===== src/rtl/n64_pkg.sv =====
// Shared types and constants for the N64 controller poll path.
package n64_pkg;

    typedef enum logic [2:0] {
        IDLE,
        TRIG,
        TXSTART,
        TX,
        RX,
        GOOD,
        FAIL
    } poll_state_t;

    localparam int CMD_BITS        = 34;
    localparam int RESP_BITS       = 33;
    localparam int DEF_POLL_PERIOD = 16667;
    localparam int DEF_RX_TIMEOUT  = 400;
    localparam int DEF_MAX_RETRY   = 2;
    localparam int TXSTART_WAIT    = 2;

    // Bits needed to hold values 0..n-1, never less than one.
    function automatic int cnt_width(input int n);
        return (n <= 2) ? 1 : $clog2(n);
    endfunction

endpackage


===== src/rtl/n64_tick_gen.sv =====
// Free-running mod-PERIOD counter; tick is high during the cycle the count wraps.
module n64_tick_gen
    import n64_pkg::*;
#(
    parameter int PERIOD = DEF_POLL_PERIOD
) (
    input  logic clk,
    input  logic rst_n,
    output logic tick
);

    localparam int W = cnt_width(PERIOD);

    logic [W-1:0] count_reg;

    always_ff @(posedge clk or negedge rst_n) begin
        if (!rst_n) begin
            count_reg <= '0;
        end else if (count_reg == W'(PERIOD - 1)) begin
            count_reg <= '0;
        end else begin
            count_reg <= count_reg + 1'b1;
        end
    end

    assign tick = (count_reg == W'(PERIOD - 1));

endmodule


===== src/rtl/n64_poll_ctrl.sv =====
// One controller poll per tick: trigger tx, arm rx, latch or retry.
// Optional N64_POLL_STATS_EN adds saturating good_cnt/fail_cnt outputs.
module n64_poll_ctrl
    import n64_pkg::*;
#(
    parameter int POLL_PERIOD = DEF_POLL_PERIOD,
    parameter int RX_TIMEOUT  = DEF_RX_TIMEOUT,
    parameter int MAX_RETRY   = DEF_MAX_RETRY
) (
    input  logic                 clk_1M,
    input  logic                 reset_n,
    input  logic                 enable,
    output logic                 tx_trigger,
    input  logic                 tx_busy,
    output logic                 rx_arm,
    input  logic                 rx_done,
    input  logic [RESP_BITS-2:0] rx_data,
    output logic [31:0]          status,
    output logic                 status_valid,
    output logic                 no_ctrl,
    output logic                 busy
`ifdef N64_POLL_STATS_EN
    ,
    output logic [15:0]          good_cnt,
    output logic [15:0]          fail_cnt
`endif
);

    localparam int TW = cnt_width(RX_TIMEOUT + TXSTART_WAIT);
    localparam int RW = cnt_width(MAX_RETRY + 1);

    poll_state_t   state_reg;
    poll_state_t   state_next;
    logic [TW-1:0] timer_reg;
    logic [RW-1:0] retry_reg;
    logic [31:0]   status_reg;
    logic          no_ctrl_reg;
    logic          tick;
    logic          retry_left;

    n64_tick_gen #(
        .PERIOD (POLL_PERIOD)
    ) u_tick (
        .clk   (clk_1M),
        .rst_n (reset_n),
        .tick  (tick)
    );

    assign retry_left = (retry_reg < RW'(MAX_RETRY));

    always_ff @(posedge clk_1M or negedge reset_n) begin
        if (!reset_n) begin
            state_reg <= IDLE;
        end else begin
            state_reg <= state_next;
        end
    end

    always_comb begin
        state_next = state_reg;
        unique case (state_reg)
            IDLE:    if (tick && enable) state_next = TRIG;
            TRIG:    state_next = TXSTART;
            TXSTART: begin
                if (tx_busy) begin
                    state_next = TX;
                end else if (timer_reg == TW'(TXSTART_WAIT - 1)) begin
                    state_next = FAIL;
                end
            end
            TX:      if (!tx_busy) state_next = RX;
            RX: begin
                // A response on the last timeout cycle still counts as good.
                if (rx_done) begin
                    state_next = GOOD;
                end else if (timer_reg == TW'(RX_TIMEOUT - 1)) begin
                    state_next = FAIL;
                end
            end
            GOOD:    state_next = IDLE;
            FAIL:    state_next = retry_left ? TRIG : IDLE;
            default: state_next = IDLE;
        endcase
    end

    always_comb begin
        tx_trigger   = (state_reg == TRIG);
        rx_arm       = (state_reg == RX);
        status_valid = (state_reg == GOOD);
        busy         = (state_reg != IDLE);
    end

    // Timer restarts on every state change so each waiting state sees 0 on entry.
    always_ff @(posedge clk_1M or negedge reset_n) begin
        if (!reset_n) begin
            timer_reg <= '0;
        end else if ((state_next == state_reg) &&
                     ((state_reg == TXSTART) || (state_reg == RX))) begin
            timer_reg <= timer_reg + 1'b1;
        end else begin
            timer_reg <= '0;
        end
    end

    // rx_data is only valid alongside rx_done, so it is captured on the RX->GOOD edge.
    always_ff @(posedge clk_1M or negedge reset_n) begin
        if (!reset_n) begin
            status_reg  <= '0;
            no_ctrl_reg <= 1'b0;
            retry_reg   <= '0;
        end else begin
            if ((state_reg == RX) && rx_done) begin
                status_reg <= rx_data;
            end
            if (state_reg == GOOD) begin
                no_ctrl_reg <= 1'b0;
                retry_reg   <= '0;
            end else if (state_reg == FAIL) begin
                if (retry_left) begin
                    retry_reg <= retry_reg + 1'b1;
                end else begin
                    retry_reg   <= '0;
                    no_ctrl_reg <= 1'b1;
                end
            end
        end
    end

    assign status  = status_reg;
    assign no_ctrl = no_ctrl_reg;

`ifdef N64_POLL_STATS_EN
    logic [15:0] good_cnt_reg;
    logic [15:0] fail_cnt_reg;

    always_ff @(posedge clk_1M or negedge reset_n) begin
        if (!reset_n) begin
            good_cnt_reg <= '0;
            fail_cnt_reg <= '0;
        end else begin
            if ((state_reg == GOOD) && (good_cnt_reg != 16'hFFFF)) begin
                good_cnt_reg <= good_cnt_reg + 16'd1;
            end
            if ((state_reg == FAIL) && (fail_cnt_reg != 16'hFFFF)) begin
                fail_cnt_reg <= fail_cnt_reg + 16'd1;
            end
        end
    end

    assign good_cnt = good_cnt_reg;
    assign fail_cnt = fail_cnt_reg;
`endif

endmodule

===== config.mk =====
export PLATFORM = sky130hd
export DESIGN_NAME = n64_poll_ctrl
export DESIGN_NICKNAME = d
export VERILOG_FILES = /design/src/rtl/n64_pkg.sv /design/src/rtl/n64_tick_gen.sv /design/src/rtl/n64_poll_ctrl.sv
export SDC_FILE = /design/constraint.sdc
export NUM_CORES = 1
export LEC_CHECK = 0
export ABC_CLOCK_PERIOD_IN_PS = 4250
export CAP_MARGIN = 20
export CORE_MARGIN = 1
export CORE_UTILIZATION = 45
export CTS_CLUSTER_SIZE = 25
export DETAILED_ROUTE_END_ITERATION = 10
export PLACE_DENSITY = 0.74
export SYNTH_ARGS = -nofsm -noshare
export SYNTH_HDL_FRONTEND = slang
export SYNTH_SLANG_ARGS = --single-unit

===== constraint.sdc =====
create_clock -name clk_1M -period 4.25 [get_ports clk_1M]
set_input_delay 1.0625 -clock clk_1M [delete_from_list [all_inputs] [get_ports clk_1M]]
set_output_delay 1.0625 -clock clk_1M [all_outputs]
set_load 0.01 [all_outputs]

# After elaboration in Yosys (flattened, before gate mapping)
# Index checks and enable logic that the tools add are counted.
word_totals:
  word_cells: 45
  reg_bits: 62
  in_bits: 37
  out_inout_bits: 37
op_classes:
  n_mux: 16
  eq_ne: 11
  addsub: 3
  reduce_logical: 8
  order_cmp: 1
op_table:
  columns: ["cell", "n"]
  rows:
  - ["3-bit 2-to-1 mux", 6]
  - ["3-bit case mux with 6 select lines", 1]
  - ["15-bit by 1-bit adder with 15-bit output, second input constant", 1]
  - ["15-bit equality test, second input constant", 1]
  - ["15-bit 2-to-1 mux", 1]
  - ["9-bit by 1-bit adder with 9-bit output, second input constant", 1]
  - ["3-bit equality test, second input constant", 3]
  - ["9-bit by 1-bit equality test with 1-bit output, second input constant", 1]
  - ["9-bit equality test, second input constant", 1]
  - ["9-bit 2-to-1 mux", 1]
  - ["3-bit by 2-bit equality test with 1-bit output, second input constant", 2]
  - ["2-bit 2-to-1 mux", 3]
  - ["1-bit 2-to-1 mux", 4]
  - ["3-bit by 1-bit equality test with 1-bit output, second input constant", 1]
  - ["3-bit equality test", 1]
  - ["1-bit logical AND", 3]
  - ["3-bit logical NOT", 1]
  - ["3-bit nonzero test", 1]
  - ["2-bit by 1-bit adder with 2-bit output, second input constant", 1]
  - ["2-bit < comparator, second input constant", 1]
  - ["2-bit != test, second input constant", 1]
  - ["2-bit AND reduction", 1]
  - ["2-bit nonzero test", 1]
  - ["1-bit logical OR", 1]

# Depth between registers and ports, before layout
# Gate-level depths: netlist of the first run.
depth:
  depth_word: 7
  ltp_mapped: 6

# Cells and area by module
# Synthesis of the first run repeated with hierarchy kept, for this count alone.
unflattened:
  cells_unflattened: 226
  area_unflattened_um2: 2952.8
by_module_without_submodules:
  columns: ["mod", "cells_each", "n_inst", "area_per_inst_um2"]
  rows:
  - ["n64_poll_ctrl", 158, 1, 2214.6]
  - ["n64_tick_gen", 68, 1, 738.2]

# Worst setup path after synthesis of the first run
# OpenSTA, ideal clock, no wires.
synth_timing:
  path_type: "in2reg"
  from: "in rx_done"
  to: "reg timer_reg[3]"
  path_slack_ps: 1767
  n_path_buf: 0
  path_stages: 4
  arrival_time_ps: 2361
  path_cell_list: "or4_4 -> nor4_4 -> o221ai_2 -> a2111oi_1"
synth_between:
  elab_chain_len: 5
synth_lines:
  columns: ["element", "line_no", "source"]
  rows:
  - ["start, declared", "n64_poll_ctrl.sv:16", "input logic rx_done,"]
  - ["3-bit 2-to-1 mux", "n64_poll_ctrl.sv:74", "if (rx_done) begin"]
  - ["3-bit case mux with 6 select lines", "n64_poll_ctrl.sv:61", "unique case (state_reg)"]
  - ["3-bit equality test", "n64_poll_ctrl.sv:97", "end else if ((state_next == state_reg) &&"]
  - ["1-bit logical AND", "n64_poll_ctrl.sv:97", null]
  - ["9-bit 2-to-1 mux", "n64_poll_ctrl.sv:97", null]
  - ["end signal, assigned", "n64_poll_ctrl.sv:99", "timer_reg <= timer_reg + 1'b1;"]
  - ["end, declared", "n64_poll_ctrl.sv:34", "logic [TW-1:0] timer_reg;"]
# No other way between the ends.
# A chain may end at the register's enable or synchronous reset.

# Worst setup path after layout of the first run
layout_timing:
  from: "reg state_reg[0]"
  to: "out rx_arm"
layout_between:
  elab_chain_len: 1
layout_lines:
  columns: ["element", "line_no", "source"]
  rows:
  - ["start, declared", "n64_poll_ctrl.sv:32", "poll_state_t state_reg;"]
  - ["start signal, assigned", "n64_poll_ctrl.sv:55", "state_reg <= state_next;"]
  - ["3-bit equality test", "n64_poll_ctrl.sv:88", "rx_arm = (state_reg == RX);"]
  - ["end, declared", "n64_poll_ctrl.sv:15", "output logic rx_arm,"]
# No other way between the ends.

==> metrics.yaml, run 1 <==
track_usage_pct: 19.4
drv_cap: 0
antenna_found_initial: 0
critPathMaxFanout: 22
clk_latency_ps: 340
reg2reg_to: "timer_reg[5]"
dp_cells: 363
crit_start: "state_reg[0]"
use_met3_pct: 4.83
detail_route.first_pass.iterations: 4
fin_worst_skew_ps: 10.0
synth_top_family_by_area: "simple AND/OR/NAND/NOR gates"
r2r_cells: 4
io_pins: 74
cp.required_ps: 3190
io_buffer_count: 73
core_um2: 5990
grt_pass1_wl_um: 9320
synth-compound-area-share_pct: 8.49
wl_per_cell_um: 15.2
cp_slowest_stage_delay_ps: 650
syn-cell-area_um2: 2810
cp.depth: 3
post-place-ws_ps: 1070
finalHoldViolations: 0
max_freq_mhz: 318
crit_path_end_kind: "output port"
die_h_um: 81.1
grt.met2_usage_pct: 30.5
synth_flop_cell: "dfrtp_1"
fin_cells: 379
ctsHoldBuffers: 0
status: "finished, final reports clean"
area_growth_pct: 34.5
synth_fa_ha_area_share_pct: 1.78
cp_slowest_cell: "dfrtp_1"
via_per_inst: 5.32
crit_chain: "or3b_4 > inv_1 > clkdlybuf4s50_1"
crit_buf_inv: 2
hold_ws_ps: 478
grtUsageMet1_pct: 24.9
drt_iter0_drc: 66
grt_overflow: 0
htreeDepth: 3
synth_xor_xnor_area_share_pct: 5.60
slew_violations: 0
place.gp.congestion: 0.756
grt_pass1_vias: 2008
synth-async-reset-ratio_pct: 100
num_vias: 2017
worst_pin_slew_ps: 801
clk_path_buf_depth: 2
antenna_cells: 0
cts-root-buf: "clkbuf_8"
initial_core_util_pct: 47.0
cts_setup_buffers: 0
largest_reg_flops: 32
ys_seq_area_share_pct: 55.1
cts_sinks: 62
setup.worst_path.end: "rx_arm"
row_count: 28
postRouteAntennaNets: 0
fin_tns_setup_ps: 0
fin_crit_sh_pct: 74.0
period_needed_ps: 3150
power.density_nw_per_um2: 585
yosys.area_share.simple_pct: 13.6
syn-num-nets: 264
yosys_warnings: 0
path_clk_slew_ps: 70
cts_tree: "built"
syn_inst: 223
muxShareOfSynthArea_pct: 12.8
die_x_um: 81.1
ctsResizeCount: 0
r2r_slack_ps: 1900
power_uw: 2220
avgSynthCellArea_um2: 12.6
hp-class: "reg2reg"
busiest_layer: "met2"
total_leakage_power_uw: 0.00161
wl_um: 5770
drive_gt1_share_pct: 19.1
numCtsBuffers: 9
grt_max_degree: 36
die_area_um2: 6570
path_class: "reg2out"
layout.nets: 340
dp_hpwl_um: 3980
relSlewSlack_pct: 46.5
setup_viol_count_final: 0
fin_ws_ps: 1100
crit_path_start_kind: "flip-flop"
ir_worst_vdd_v: 0.000371
rsz0062_at_grt: "false"
cp.arrival_ps: 2080
drc: 0
crit_family: "flip-flops"
ys_ff_latch: 62
synth_edf_count: 0
synth_cell_type_count: 49
r2r-start: "state_reg[0]"
-- per-layer routing --
layer | routed length (um) | part of all wire (%) | vias up
li1 | - | - | 961
met1 | 2530 | 44 | 990
met2 | 2870 | 50 | 53
met3 | 208 | 3.6 | 13
met4 | 162 | 2.8 | 0
met5 | 0 | 0 | -
-- power breakdown --
group / switching (uW) / internal, uW / leakage (uW)
registers: 144 / 765 / 0.000795
logic: 313 / 493 / 0.000723
clock network: 232 / 270 / 0.0000964
total: 689 / 1530 / 0.00161
-- logic make-up (layout without fill, tap and decap cells) --
kind of cell	Yosys count	after routing
adder cells (fa/ha/maj)	4	4
multiplexers	32	32
flip-flops	62	62
XOR/XNOR	18	18
AO/OA/AOI/OAI	26	26
buffers and inverters	16	97
AND/OR/NAND/NOR	65	65
-- area by class of cell --
| class | instances | area [um^2] |
|---|---|---|
| fillers | 479 | 2200 |
| inverters | 6 | 22.5 |
| clock buffers | 10 | 128 |
| clock inverters | 6 | 61.3 |
| multi-input cells | 145 | 1190 |
| well taps | 75 | 93.8 |
| repair buffers | 75 | 741 |
| flip-flops and latches | 62 | 1550 |
-- Yosys cell counts (all sizes together) (2+ instances only) --
library cell	count	area [um^2]
a21o	2	15.0
and4	3	26.3
and2b	2	16.3
o21ai	3	15.0
nand2	12	45.0
buf	6	32.5
inv	6	22.5
nor2	16	60.1
or3	2	12.5
xnor2	10	87.6
or2	2	12.5
mux2	32	360
clkbuf	4	18.8
nor3	2	10.0
o311ai	2	25.0
and3	2	12.5
nand3	7	35.0
xor2	8	70.1
dfrtp	62	1550
ha	4	50.1
a211oi	2	15.0
a22o	4	35.0
nor4	2	27.5
nand4	5	37.5
a2111oi	8	85.1
-- metrics by stage --
step	cell area, um^2	util [%]
2_1_floorplan	2810	-
3_3_place_gp	3600	60.0
3_5_place_dp	3600	60.0
4_1_cts	3790	63.2
5_1_grt	3790	63.2
6_report	3790	63.2
-- placed cells by master, fill, tap and decap left out, types with 3 or more instances in the layout --
cell,count
mux2_2,30
nor2_1,16
clkdlybuf4s50_1,72
a22o_1,4
nand4_1,4
ha_1,4
inv_1,6
clkinv_2,3
nand2_1,12
a2111oi_1,7
xnor2_1,10
and4_1,3
dfrtp_1,62
xor2_1,8
clkbuf_8,9
nand3_1,7
o21ai_0,3
-- worst min-delay path by stage --
stage	from	end	slack (ps)	cells past startpoint
after floorplan	u_tick.count_reg[14]	u_tick.count_reg[14]	440	1
after global placement	status[7]	status[7]	470	1
after detailed placement	u_tick.count_reg[14]	u_tick.count_reg[14]	470	1
after CTS	u_tick.count_reg[14]	u_tick.count_reg[14]	480	1
after global routing	u_tick.count_reg[14]	u_tick.count_reg[14]	500	1
final	u_tick.count_reg[14]	u_tick.count_reg[14]	480	1
Note: power is estimated with default switching activity, not from simulation.
==> inputs of run 2 (changes only) <==
--- a/config.mk
+++ b/config.mk
@@ -5,13 +5,13 @@
 export SDC_FILE = /design/constraint.sdc
 export NUM_CORES = 1
 export LEC_CHECK = 0
-export ABC_CLOCK_PERIOD_IN_PS = 4250
+export ABC_CLOCK_PERIOD_IN_PS = 2790
 export CAP_MARGIN = 20
 export CORE_MARGIN = 1
-export CORE_UTILIZATION = 45
+export CORE_UTILIZATION = 44
 export CTS_CLUSTER_SIZE = 25
 export DETAILED_ROUTE_END_ITERATION = 10
-export PLACE_DENSITY = 0.74
+export PLACE_DENSITY = 0.75
 export SYNTH_ARGS = -nofsm -noshare
 export SYNTH_HDL_FRONTEND = slang
 export SYNTH_SLANG_ARGS = --single-unit
==> constraint.sdc (replaced) <==
create_clock -name clk_1M -period 2.79 [get_ports clk_1M]
set_input_delay 0.6975 -clock clk_1M [delete_from_list [all_inputs] [get_ports clk_1M]]
set_output_delay 0.6975 -clock clk_1M [all_outputs]
set_load 0.01 [all_outputs]
==> run 2 against run 1 <==
Design area up 0.33%. Clock-buffer cell count up 3. Largest power group unchanged. Hold slack worse by 280 ps. Via count up 0.40%. Clock power up 35%. Cell count up 0.26%. Critical path depth unchanged. Power up 49%.
==> metrics.yaml, run 2 (synthesis gave the netlist of run 1 again) <==
wl_um: 5760  # was 5770 um
cts_sinks: 62  # unchanged
io_buffer_count: 73  # unchanged
cts_tree: "built"  # unchanged
final_cell_mix: "clkdlybuf4s50_1 (72), dfrtp_1 (62), mux2_2 (30)"  # unchanged
total_leakage_power_uw: 0.00161  # about the same
hold_ws_ps: 199  # was 478 ps
cts-root-buf: "clkbuf_8"  # unchanged
crit_buf_inv: 2  # unchanged
antenna_cells: 0  # unchanged
post-place-ws_ps: -16.3  # was 1070 ps
die_x_um: 82.0  # was 81.1 um
power_uw: 3300  # was 2220 uW
detail_route.first_pass.iterations: 4  # unchanged
ctsHoldBuffers: 0  # unchanged
die_area_um2: 6720  # was 6570 um^2
crit_chain: "buf_4 > nor3b_1 > clkdlybuf4s50_1"  # was or3b_4 > inv_1 > clkdlybuf4s50_1
largest_reg_flops: 32  # unchanged
num_vias: 2025  # was 2017
final_common_cell: "clkdlybuf4s50_1"  # unchanged
path_clk_slew_ps: 70  # about the same
cp_slowest_cell: "dfrtp_1"  # unchanged
numCtsBuffers: 9  # unchanged
via_per_inst: 5.33  # was 5.32
wl_per_cell_um: 15.1  # was 15.2 um
cp.required_ps: 2090  # was 3190 ps
cp.arrival_ps: 1980  # was 2080 ps
hp-class: "in2async"  # was reg2reg
track_usage_pct: 18.5  # was 19.4%
max_freq_mhz: 374
r2r-start: "state_reg[0]"  # unchanged
setup_viol_count_final: 0  # unchanged
drv_cap: 0  # unchanged
reg2reg_to: "timer_reg[7]"  # was timer_reg[5]
cts_setup_buffers: 0  # unchanged
io_pins: 74  # unchanged
clk_latency_ps: 340  # about the same
slew_violations: 0  # unchanged
fin_crit_sh_pct: 95.8
clk_path_buf_depth: 2  # unchanged
cp_slowest_stage_delay_ps: 640  # was 650 ps
status: "finished, final reports clean"  # unchanged
power.density_nw_per_um2: 870  # was 585 nW/um^2
initial_core_util_pct: 46.4  # was 47.0%
htreeDepth: 3  # unchanged
grt_pass1_wl_um: 9050  # was 9320 um
core_um2: 6060  # was 5990 um^2
crit_path_start_kind: "flip-flop"  # unchanged
r2r_cells: 5  # was 4
finalHoldViolations: 0  # unchanged
rsz0062_at_grt: "false"  # unchanged
ir_worst_vdd_v: 0.000541  # was 0.000371 V
crit_path_end_kind: "output port"  # unchanged
ctsResizeCount: 0  # unchanged
area_growth_pct: 35.0  # was 34.5%
post-route-util_pct: 62.7  # was 63.2%
grt_max_degree: 56  # was 36
path_class: "reg2out"  # unchanged
relSlewSlack_pct: 47.2  # was 46.5%
fin_worst_skew_ps: 12.3  # was 10.0 ps
place.gp.congestion: 0.747  # was 0.756
drc: 0  # unchanged
die_h_um: 82.0  # was 81.1 um
r2r_slack_ps: 490  # was 1900 ps
worst_pin_slew_ps: 791  # was 801 ps
drive_gt1_share_pct: 18.7  # was 19.1%
dp_hpwl_um: 4020  # was 3980 um
antenna_found_initial: 0  # unchanged
postRouteAntennaNets: 0  # unchanged
grt_overflow: 0  # unchanged
fin_ws_ps: 117  # was 1100 ps
grt_pass1_vias: 1904  # was 2008
row_count: 28  # unchanged
critPathMaxFanout: 13  # was 22
period_needed_ps: 2670
layout.nets: 341  # was 340
drt_iter0_drc: 82  # was 66
fin_tns_setup_ps: 0  # unchanged
crit_family: "buffers and inverters"  # was flip-flops
[run 2: cell count changes in the layout (fill, tap and decap cells not counted)]
cell	previous run	this run
buf_12	0	2
buf_4	2	1
bufinv_16	1	0
clkbuf_1	1	3
clkbuf_8	9	10
clkinv_2	3	1
clkinvlp_4	1	2
inv_6	1	0
[run 2: stage by stage]
| stage | cells | cell area (um^2) |
|---|---|---|
| 2_1_floorplan | 223 | 2810 |
| 3_3_place_gp | 364 | 3630 |
| 3_5_place_dp | 364 | 3630 |
| 4_1_cts | 380 | 3800 |
| 5_1_grt | 380 | 3800 |
| 6_report | 380 | 3800 |
[run 2: area by class of cell]
type                       count  area, um^2
fill                         493        2260
sequential                    62        1550
multi-input combinational    145        1190
timing repair buffer          76         773
clock buffer                  13         149
tap                           75        93.8
inverter                       6        22.5
clock inverter                 3        20.0
[run 2: worst max-delay path by stage]
| stage | from | to | cells after the start |
|---|---|---|---|
| 2_1_floorplan | rx_done | timer_reg[3] | 4 |
| 3_3_place_gp | tx_busy | timer_reg[6] | 5 |
| 3_5_place_dp | tx_busy | timer_reg[7] | 5 |
| 4_1_cts | state_reg[0] | tx_trigger | 3 |
| 5_1_grt | state_reg[0] | tx_trigger | 3 |
| 6_report | state_reg[0] | tx_trigger | 3 |
[run 2: where the power goes]
group	internal (uW)	switching [uW]	total, uW	leakage, uW
registers	1170	205	1370	0.000795
logic	765	494	1260	0.000735
clock network	346	330	676	0.0000796
total	2280	1030	3300	0.00161
[run 2: metal layers]
layer	up-vias	share of wire, %	routed length, um	track usage, %
met4	0	1.2	71	7.89
met2	41	52	2990	29.0
met1	1016	43	2470	23.8
met5	-	0	0	0
met3	6	3.9	223	5.33
li1	962	-	-	-
==> inputs of run 3 (changes only) <==
--- a/config.mk
+++ b/config.mk
@@ -5,13 +5,15 @@
 export SDC_FILE = /design/constraint.sdc
 export NUM_CORES = 1
 export LEC_CHECK = 0
-export ABC_CLOCK_PERIOD_IN_PS = 2790
+export ABC_CLOCK_PERIOD_IN_PS = 2900
 export CAP_MARGIN = 20
 export CORE_MARGIN = 1
-export CORE_UTILIZATION = 44
+export CORE_UTILIZATION = 45
 export CTS_CLUSTER_SIZE = 25
 export DETAILED_ROUTE_END_ITERATION = 10
-export PLACE_DENSITY = 0.75
+export DONT_BUFFER_PORTS = 1
+export PLACE_DENSITY = 0.59
 export SYNTH_ARGS = -nofsm -noshare
 export SYNTH_HDL_FRONTEND = slang
 export SYNTH_SLANG_ARGS = --single-unit
+export TNS_END_PERCENT = 1
==> constraint.sdc (replaced) <==
create_clock -name clk_1M -period 2.9 [get_ports clk_1M]
set_input_delay 0.725 -clock clk_1M [delete_from_list [all_inputs] [get_ports clk_1M]]
set_output_delay 0.725 -clock clk_1M [all_outputs]
set_load 0.01 [all_outputs]
==> run 3 against run 2 <==
Combinational power fell by 57%. Worst setup slack improved by 400 ps. Via count fell by 13%. Largest cell class unchanged.
==> metrics.yaml, run 3 (synthesis gave the netlist of run 1 again) <==
die_area_um2: 6570  # was 6720 um^2
hold_ws_ps: 84.5  # was 199 ps
area_growth_pct: 8.67  # was 35.0%
total_leakage_power_uw: 0.00133  # was 0.00161 uW
antenna_cells: 0  # unchanged
track_usage_pct: 17.2  # was 18.5%
cp_slowest_cell: "dfrtp_1"  # unchanged
highest_layer: "met4"  # unchanged
swShare_pct: 33.3  # was 31.1%
die_h_um: 81.1  # was 82.0 um
fin_crit_sh_pct: 82.1
wl_per_cell_um: 17.2  # was 15.1 um
drv_cap: 0  # unchanged
drc: 0  # unchanged
period_needed_ps: 2380
slew_violations: 0  # unchanged
setup_viol_count_final: 0  # unchanged
wl_met3_um: 318  # was 223 um
grt_pass1_vias: 1824  # was 1904
final_common_cell: "dfrtp_1"  # was clkdlybuf4s50_1
io_buffer_count: 0  # was 73
core_um2: 5990  # was 6060 um^2
p_switching_uw: 908  # was 1030 uW
seqPwrFrac_pct: 54.2  # was 41.5%
layout.nets: 266  # was 341
ir_worst_vdd_v: 0.000531  # was 0.000541 V
ctsResizeCount: 0  # unchanged
postRouteAntennaNets: 0  # unchanged
p_clk_share_pct: 26.1  # was 20.5%
initial_core_util_pct: 47.0  # was 46.4%
ctsHoldBuffers: 0  # unchanged
hp-class: "in2async"  # unchanged
cts_sinks: 62  # unchanged
via_per_inst: 5.79  # was 5.33
grt_max_degree: 63  # was 56
m1WireLength_um: 2150  # was 2470 um
internal_power_uw: 1820  # was 2280 uW
final_area_um2: 3060  # was 3800 um^2
die_x_um: 81.1  # was 82.0 um
htreeDepth: 3  # unchanged
crit_path_end_kind: "output port"  # unchanged
drt_iter0_drc: 86  # was 82
power.density_nw_per_um2: 891  # was 870 nW/um^2
row_count: 28  # unchanged
crit_family: "flip-flops"  # was buffers and inverters
largest_reg_flops: 32  # unchanged
antenna_found_initial: 0  # unchanged
clk_latency_ps: 330  # was 340 ps
route.met2.wl_um: 2650  # was 2990 um
numCtsBuffers: 9  # unchanged
cp.required_ps: 2170  # was 2090 ps
critPathMaxFanout: 22  # was 13
clk_path_buf_depth: 2  # unchanged
dp_hpwl_um: 3640  # was 4020 um
fin_tns_setup_ps: 0  # unchanged
place.gp.congestion: 0.857  # was 0.747
finalHoldViolations: 0  # unchanged
detail_route.first_pass.iterations: 5  # was 4
path_class: "reg2out"  # unchanged
relSlewSlack_pct: 47.0  # was 47.2%
crit_buf_inv: 0  # was 2
final_cell_mix: "dfrtp_1 (62), mux2_2 (30), nor2_1 (16)"  # was clkdlybuf4s50_1 (72), dfrtp_1 (62), mux2_2 (30)
grt_pass1_wl_um: 8290  # was 9050 um
cp.arrival_ps: 1660  # was 1980 ps
cts-root-buf: "clkbuf_8"  # unchanged
fill_cells: 512  # was 493
crit_chain: "nor3b_1"  # was buf_4 > nor3b_1 > clkdlybuf4s50_1
dpl-instance-area_um2: 2860  # was 3630 um^2
num_vias: 1759  # was 2025
worst_pin_slew_ps: 794  # was 791 ps
rsz0062_at_grt: "false"  # unchanged
cts_tree: "built"  # unchanged
io_pins: 74  # unchanged
fin_worst_skew_ps: 6.95  # was 12.3 ps
path_clk_slew_ps: 70  # about the same
max_freq_mhz: 420
cts_setup_buffers: 0  # unchanged
status: "finished, final reports clean"  # unchanged
grt_overflow: 0  # unchanged
drive_gt1_share_pct: 24.5  # was 18.7%
cp_slowest_stage_delay_ps: 780  # was 640 ps
share_comb_of_total_power_pct: 19.8  # was 38.1%
wl_um: 5230  # was 5760 um
crit_path_start_kind: "flip-flop"  # unchanged
run 3: cell count changes in the layout (fill, tap and decap cells not counted), sizes merged:
cell	previous run	this run
clkinv	1	0
buf	4	1
clkdlybuf4s50	72	0
run 3: worst reg2reg max path, delay by kind of cell (launching register included):
kind,cells,cell delay (ps)
AOI/OAI and AO/OA,2,700
DFF,1,780
and+or+nand+nor,1,750
run 3: final timing paths:
check,startpoint,cells past startpoint,end,slack (ps)
max in group asynchronous,reset_n,0,status[5],2730
max,state_reg[0],1,tx_trigger,520
max reg2reg,state_reg[0],3,timer_reg[5],540
min,reset_n,0,u_tick.count_reg[10],80
min in group clk_1M,u_tick.count_reg[0],1,u_tick.count_reg[0],500
min reg2reg,u_tick.count_reg[0],1,u_tick.count_reg[0],500
run 3: power by group through the flow:
stage | clock [uW] | combinational (uW) | sequential [uW]
6_report | 711 | 539 | 1480
3_3_place_gp | 0 | 509 | 1480
4_1_cts | 733 | 546 | 1480
5_1_grt | 774 | 583 | 1520
2_1_floorplan | 0 | 527 | 1380
3_5_place_dp | 0 | 545 | 1490
run 3: routing by layer:
| metal | up-vias | GRT usage (%) |
|---|---|---|
| li1 | 816 | - |
| met1 | 874 | 19.3 |
| met2 | 58 | 28.2 |
| met3 | 11 | 8.43 |
| met4 | 0 | 6.43 |
| met5 | - | 0 |
run 3: per-stage QoR:
| stage | power, uW | util (%) | std cells | setup slack [ps] |
|---|---|---|---|---|
| global placement | 1990 | 47.8 | 289 | 659 |
| finish | 2730 | 51.0 | 304 | 520 |
| global route | 2880 | 51.0 | 304 | 415 |
| floorplan | 1900 | - | 223 | 755 |
| detailed placement | 2040 | 47.8 | 289 | 536 |
| CTS | 2760 | 51.0 | 304 | 511 |
run 3: layout make-up:
class                      count  area (um^2)  share of cell area (%)
clock inverter                 2         15.0                   0.491
sequential                    62         1550                    50.7
inverter                       6         22.5                   0.736
timing repair buffer           1         7.51                   0.245
tap                           75         93.8                    3.07
multi-input combinational    145         1190                    38.9
clock buffer                  13          179                    5.85
==> RTL edit 1: new RTL, settings of run 3 <==
`DEF_MAX_RETRY`: 2 -> 1.
--- a/src/rtl/n64_pkg.sv
+++ b/src/rtl/n64_pkg.sv
@@ -17,3 +17,3 @@
     localparam int DEF_RX_TIMEOUT  = 400;
-    localparam int DEF_MAX_RETRY   = 2;
+    localparam int DEF_MAX_RETRY   = 1;
     localparam int TXSTART_WAIT    = 2;
Check against the original RTL: same outputs for any inputs over 10 cycles, from zero or initial values and one cycle with reset_n low; that may be too few to reach the edited logic, so the function may still have changed.
==> RTL edit 1 against run 3 <==
  * Register-to-register slack improved by 480 ps
  * Worst setup slack gained 210 ps
  * Design area decreased by 2.4%
  * Sequential share of layout area rose by 0.42 points
  * Non-clock buffer count is the same
  * Critical path depth up 1
  * Sequential cell count shrank 1
  * Routed wire length fell by 10%
  * Cell count down 2.0%
  * Total power decreased by 1.1%
  * Synthesized area down 4.6%
  * Clock skew grew 0.71 ps
  * Critical path type unchanged
  * Highest routed layer unchanged
==> RTL edit 1: results (changes against run 3) <==
global_route:
  grt_start_max_net_pins: 62  # was 63
  initial_antenna_violation_count: 0  # unchanged
  number_of_global_route_vias_before_repair: 1701  # was 1824
  global_route.usage.total_pct: 16.4  # was 17.2%
  grt_first_pass_wirelength_um: 7820  # was 8290 um
synth:
  synth_warnings: 0  # unchanged
  synth_xor_xnor_area_share_pct: 5.87  # was 5.60%
  synth.distinct_cells: 44  # was 49
  ys_top_cells_by_area: "sky130_fd_sc_hd__dfrtp_1, sky130_fd_sc_hd__mux2_2, sky130_fd_sc_hd__xnor2_1"  # unchanged
  synthesized_area_fraction_occupied_by_ao_oa_aoi_and_oai_cells_pct: 3.91  # was 8.49%
  synth.avg_cell_area_um2: 12.5  # was 12.6 um2
  synth.cells.most_frequent: "sky130_fd_sc_hd__dfrtp_1, sky130_fd_sc_hd__mux2_2, sky130_fd_sc_hd__nor2_1"  # unchanged
  synthArstFlopShare_pct: 100  # unchanged
  synth.mux.area_fraction_pct: 14.2  # was 12.8%
  synthFlopType: "sky130_fd_sc_hd__dfrtp_1"  # unchanged
  postSynthNetCount: 256  # was 264
  yosys.area_share.adder_pct: 1.86  # was 1.78%
  synth-seq-area-share_pct: 56.8  # was 55.1%
setup_path:
  r2r_slack_ps: 1020  # was 540 ps
  rr_startpoint: "u_tick.count_reg[0]"  # was state_reg[0]
  worstPathMaxFanout: 12  # was 22
  timing.reg2reg.worst_path_depth: 6  # was 3
  crit_path_slowest_cell: "sky130_fd_sc_hd__dfrtp_1"  # unchanged
  critical_path.max_stage_delay_ps: 510  # was 780 ps
  r2r_end: "state_reg[0]"  # was timer_reg[5]
  critical_path_arrival_ps: 1440  # was 1660 ps
routing:
  drtIter0Drc: 89  # was 86
  detail_route.vias_per_cell: 5.40  # was 5.79
  totalWireLength_um: 4700  # was 5230 um
  drt_pass1_iterations: 4  # was 5
placed_design:
  total_instance_count_after_detailed_placement: 282  # was 289
  place_congestion: 0.772  # was 0.857
  detailedPlacementHpwl_um: 3420  # was 3640 um
  buffer_ports.inserted: 0  # unchanged
timing:
  skew_ps: 7.66  # was 6.95 ps
  slew_headroom_pct: 69.4  # was 47.0%
clock_network:
  clkLatencyLatePin_ps: 320
  tritoncts.num_buffers: 9  # unchanged
  ctsLongestPathBuffers: 2  # unchanged
  postcts_setup_bufs: 0  # unchanged
  clk_pin_slew_worst_paths_ps: 70  # about the same
  htreeDepth: 3  # unchanged
  postCtsResizedCells: 0  # unchanged
  cts-root-buf: "sky130_fd_sc_hd__clkbuf_8"  # unchanged
cells_and_area:
  final-instance-count-excl-fill: 298  # was 304
  largest_register_ff_count: 32  # unchanged
  fillerInstances: 491  # was 512
  antenna_cells: 0  # unchanged
  fraction_of_final_layout_cells_sized_beyond_drive_strength_1_pct: 25.7  # was 24.5%
outcome:
  run_status: "completed"  # unchanged
power_and_ir_drop:
  vdd_ir_drop_max_v: 0.000357  # was 0.000531 V
  static-leakage-power_nw: 1.28  # was 1.33 nW
hold_path:
  min_path_type: "in2async"  # unchanged
-- RTL edit 1: changes by cell type after synthesis, moves of 3 or more --
cell,change
sky130_fd_sc_hd__a2111oi_1,-7
sky130_fd_sc_hd__buf_2,+3
sky130_fd_sc_hd__nor3_1,+4
sky130_fd_sc_hd__nor3b_1,+3
-- RTL edit 1: logic make-up (layout without fill, tap and decap cells) --
logic type,count (synthesis),count (layout)
muxes,34,34
buffers and inverters,14,25
and+or+nand+nor,69,69
adders and majority gates,4,4
DFF,61,61
AOI/OAI and AO/OA,15,15
xor gates and xnor gates,18,18
-- RTL edit 1: critical path: cells and delay by family, from the launching register on --
family / cells / cell delay (ps)
flip-flops: 1 / 510
AND/OR/NAND/NOR: 2 / 600
-- RTL edit 1: power breakdown --
| group | internal [W] | switching, W | leakage, nW |
|---|---|---|---|
| registers | 0.00112 | 0.000336 | 0.758 |
| clock network | 0.000505 | 0.000314 | 0.112 |
| logic | 0.000261 | 0.000164 | 0.410 |
| total | 0.00188 | 0.000813 | 1.28 |
-- RTL edit 1: metal layers --
layer | part of all wire (%) | global-route usage, %
met5 | 0 | 0
met4 | 1.2 | 7.45
met3 | 6.3 | 4.37
met2 | 50 | 28.4
met1 | 43 | 18.8
-- RTL edit 1: layout make-up --
class | instances | share of cell area, %
Timing Repair Buffer | 1 | 0.252
Multi-Input combinational cell | 140 | 37.1
Inverter | 8 | 1.01
Clock inverter | 6 | 2.89
Clock buffer | 10 | 4.61
Sequential cell | 61 | 51.2
Tap cell | 72 | 3.02
-- RTL edit 1: per-stage QoR --
| stage | power, W | area, um2 | hold WS (ps) |
|---|---|---|---|
| 4_1_cts | 0.00274 | 2980 | 72.1 |
| 5_1_grt | 0.00285 | 2980 | 62.7 |
| 3_5_place_dp | 0.00191 | 2760 | 430 |
| 6_report | 0.00270 | 2980 | 94.0 |
| 3_3_place_gp | 0.00186 | 2760 | 431 |
| 2_1_floorplan | 0.00178 | 2690 | 429 |
-- RTL edit 1: worst max path at each step --
stage,start,end,slack (ps),depth (start not counted)
floorplan,rx_done,status[10],1170,4
global placement,tx_busy,timer_reg[0],1100,3
detailed placement,u_tick.count_reg[0],state_reg[0],1010,6
CTS,state_reg[1],rx_arm,710,2
global route,state_reg[1],rx_arm,630,2
finish,state_reg[1],rx_arm,730,2
==> RTL edit 2: new RTL, config.mk and constraints of run 3 <==
Made on the original files. Register the output `status` once more, with the module's reset; this adds one clock of latency there. The other outputs are not delayed to match.
--- a/src/rtl/n64_poll_ctrl.sv
+++ b/src/rtl/n64_poll_ctrl.sv
@@ -128,3 +128,9 @@
 
-    assign status  = status_reg;
+    always_ff @(posedge clk_1M or negedge reset_n) begin
+        if (!reset_n) begin
+            status <= '0;
+        end else begin
+            status <= status_reg;
+        end
+    end
     assign no_ctrl = no_ctrl_reg;
Formal check against the unedited RTL: no difference found for any inputs over 10 cycles, from zero or initial values and one cycle with reset_n low; that may be too few to reach the edited logic, so the function may still have changed.
==> RTL edit 2 against run 3 <==
  * Design area increased by 24%
  * Non-clock buffer count unchanged
  * Total power increased by 22%
  * Synthesized area increased by 25%
  * Largest power group unchanged
  * Worst setup slack improved by 230 ps
  * Sequential cell count increased by 32
  * Die area increased by 24%
  * Routed wire length increased by 9.8%
  * Count of clock-buffer cells in the layout decreased by 3
==> RTL edit 2: results (changes against run 3) <==
synth:
  synthesized_area_fraction_occupied_by_ao_oa_aoi_and_oai_cells_pct: 3.10  # was 8.49%
  synth_xor_xnor_area_share_pct: 4.74  # was 5.60%
  synth.avg_cell_area_um2: 13.9  # was 12.6 um2
  yosys.area_share.adder_pct: 1.43  # was 1.78%
  ys_top_cells_by_area: "sky130_fd_sc_hd__dfrtp_1, sky130_fd_sc_hd__mux2_2, sky130_fd_sc_hd__xnor2_1"  # unchanged
  synth.cells.most_frequent: "sky130_fd_sc_hd__dfrtp_1, sky130_fd_sc_hd__mux2_2, sky130_fd_sc_hd__nor2_1"  # unchanged
  synth.mux.area_fraction_pct: 10.6  # was 12.8%
cells_and_area:
  multi_input_comb_area_um2: 1090  # was 1190 um2
  largest_register_ff_count: 64  # was 32
  fillerInstances: 634  # was 512
  layout.nets: 297  # was 266
setup_path:
  worstPathMaxFanout: 14  # was 22
  setup.worst_path.start: "state_reg[1]"  # was state_reg[0]
  critical_path.max_stage_delay_ps: 530  # was 780 ps
power_and_ir_drop:
  net-switching-power_w: 0.000992  # was 0.000908 W
  internal_power_w: 0.00234  # was 0.00182 W
  vdd_ir_drop_max_v: 0.000364  # was 0.000531 V
global_route:
  groute.layer.met1.usage_pct: 20.0  # was 19.3%
  grt_use_met3_pct: 4.71  # was 8.43%
routing:
  drtIter0Drc: 126  # was 86
  routed_wire_length_per_instance_um: 15.9  # was 17.2 um
placed_design:
  total_instance_count_after_detailed_placement: 344  # was 289
  pre_cts_ws_ps: 737  # was 536 ps
clock_network:
  clk_pin_slew_worst_paths_ps: 90  # was 70 ps
  clkLatencyLatePin_ps: 360  # was 330 ps
outcome:
  run_status: "completed"  # unchanged
RTL edit 2: cell count changes after synthesis, sizes merged, moves of 2 or more:
cell and change:
a2111oi -8, a211oi -2, and2b -2, and4 +2, dfrtp +32, nand2 -5, nand2b +2, nor2 +9
o311ai -2, or3b +2
RTL edit 2: area by class of cell:
class	count	share of cell area [%]
Sequential cell	94	62.2
Multi-Input combinational cell	143	28.8
Clock buffer	10	3.37
Tap cell	99	3.27
Clock inverter	6	1.46
Inverter	7	0.694
Timing Repair Buffer	1	0.198
RTL edit 2: worst paths after layout:
kind | slack (ps) | cells past startpoint | endpoint
max | 750 | 2 | rx_arm
min | 50 | 0 | retry_reg[0]
max reg2reg | 750 | 5 | status_reg[19]
min reg2reg | 370 | 0 | status[16]
max in group asynchronous | 2690 | 0 | timer_reg[8]
min in group clk_1M | 370 | 0 | status[16]
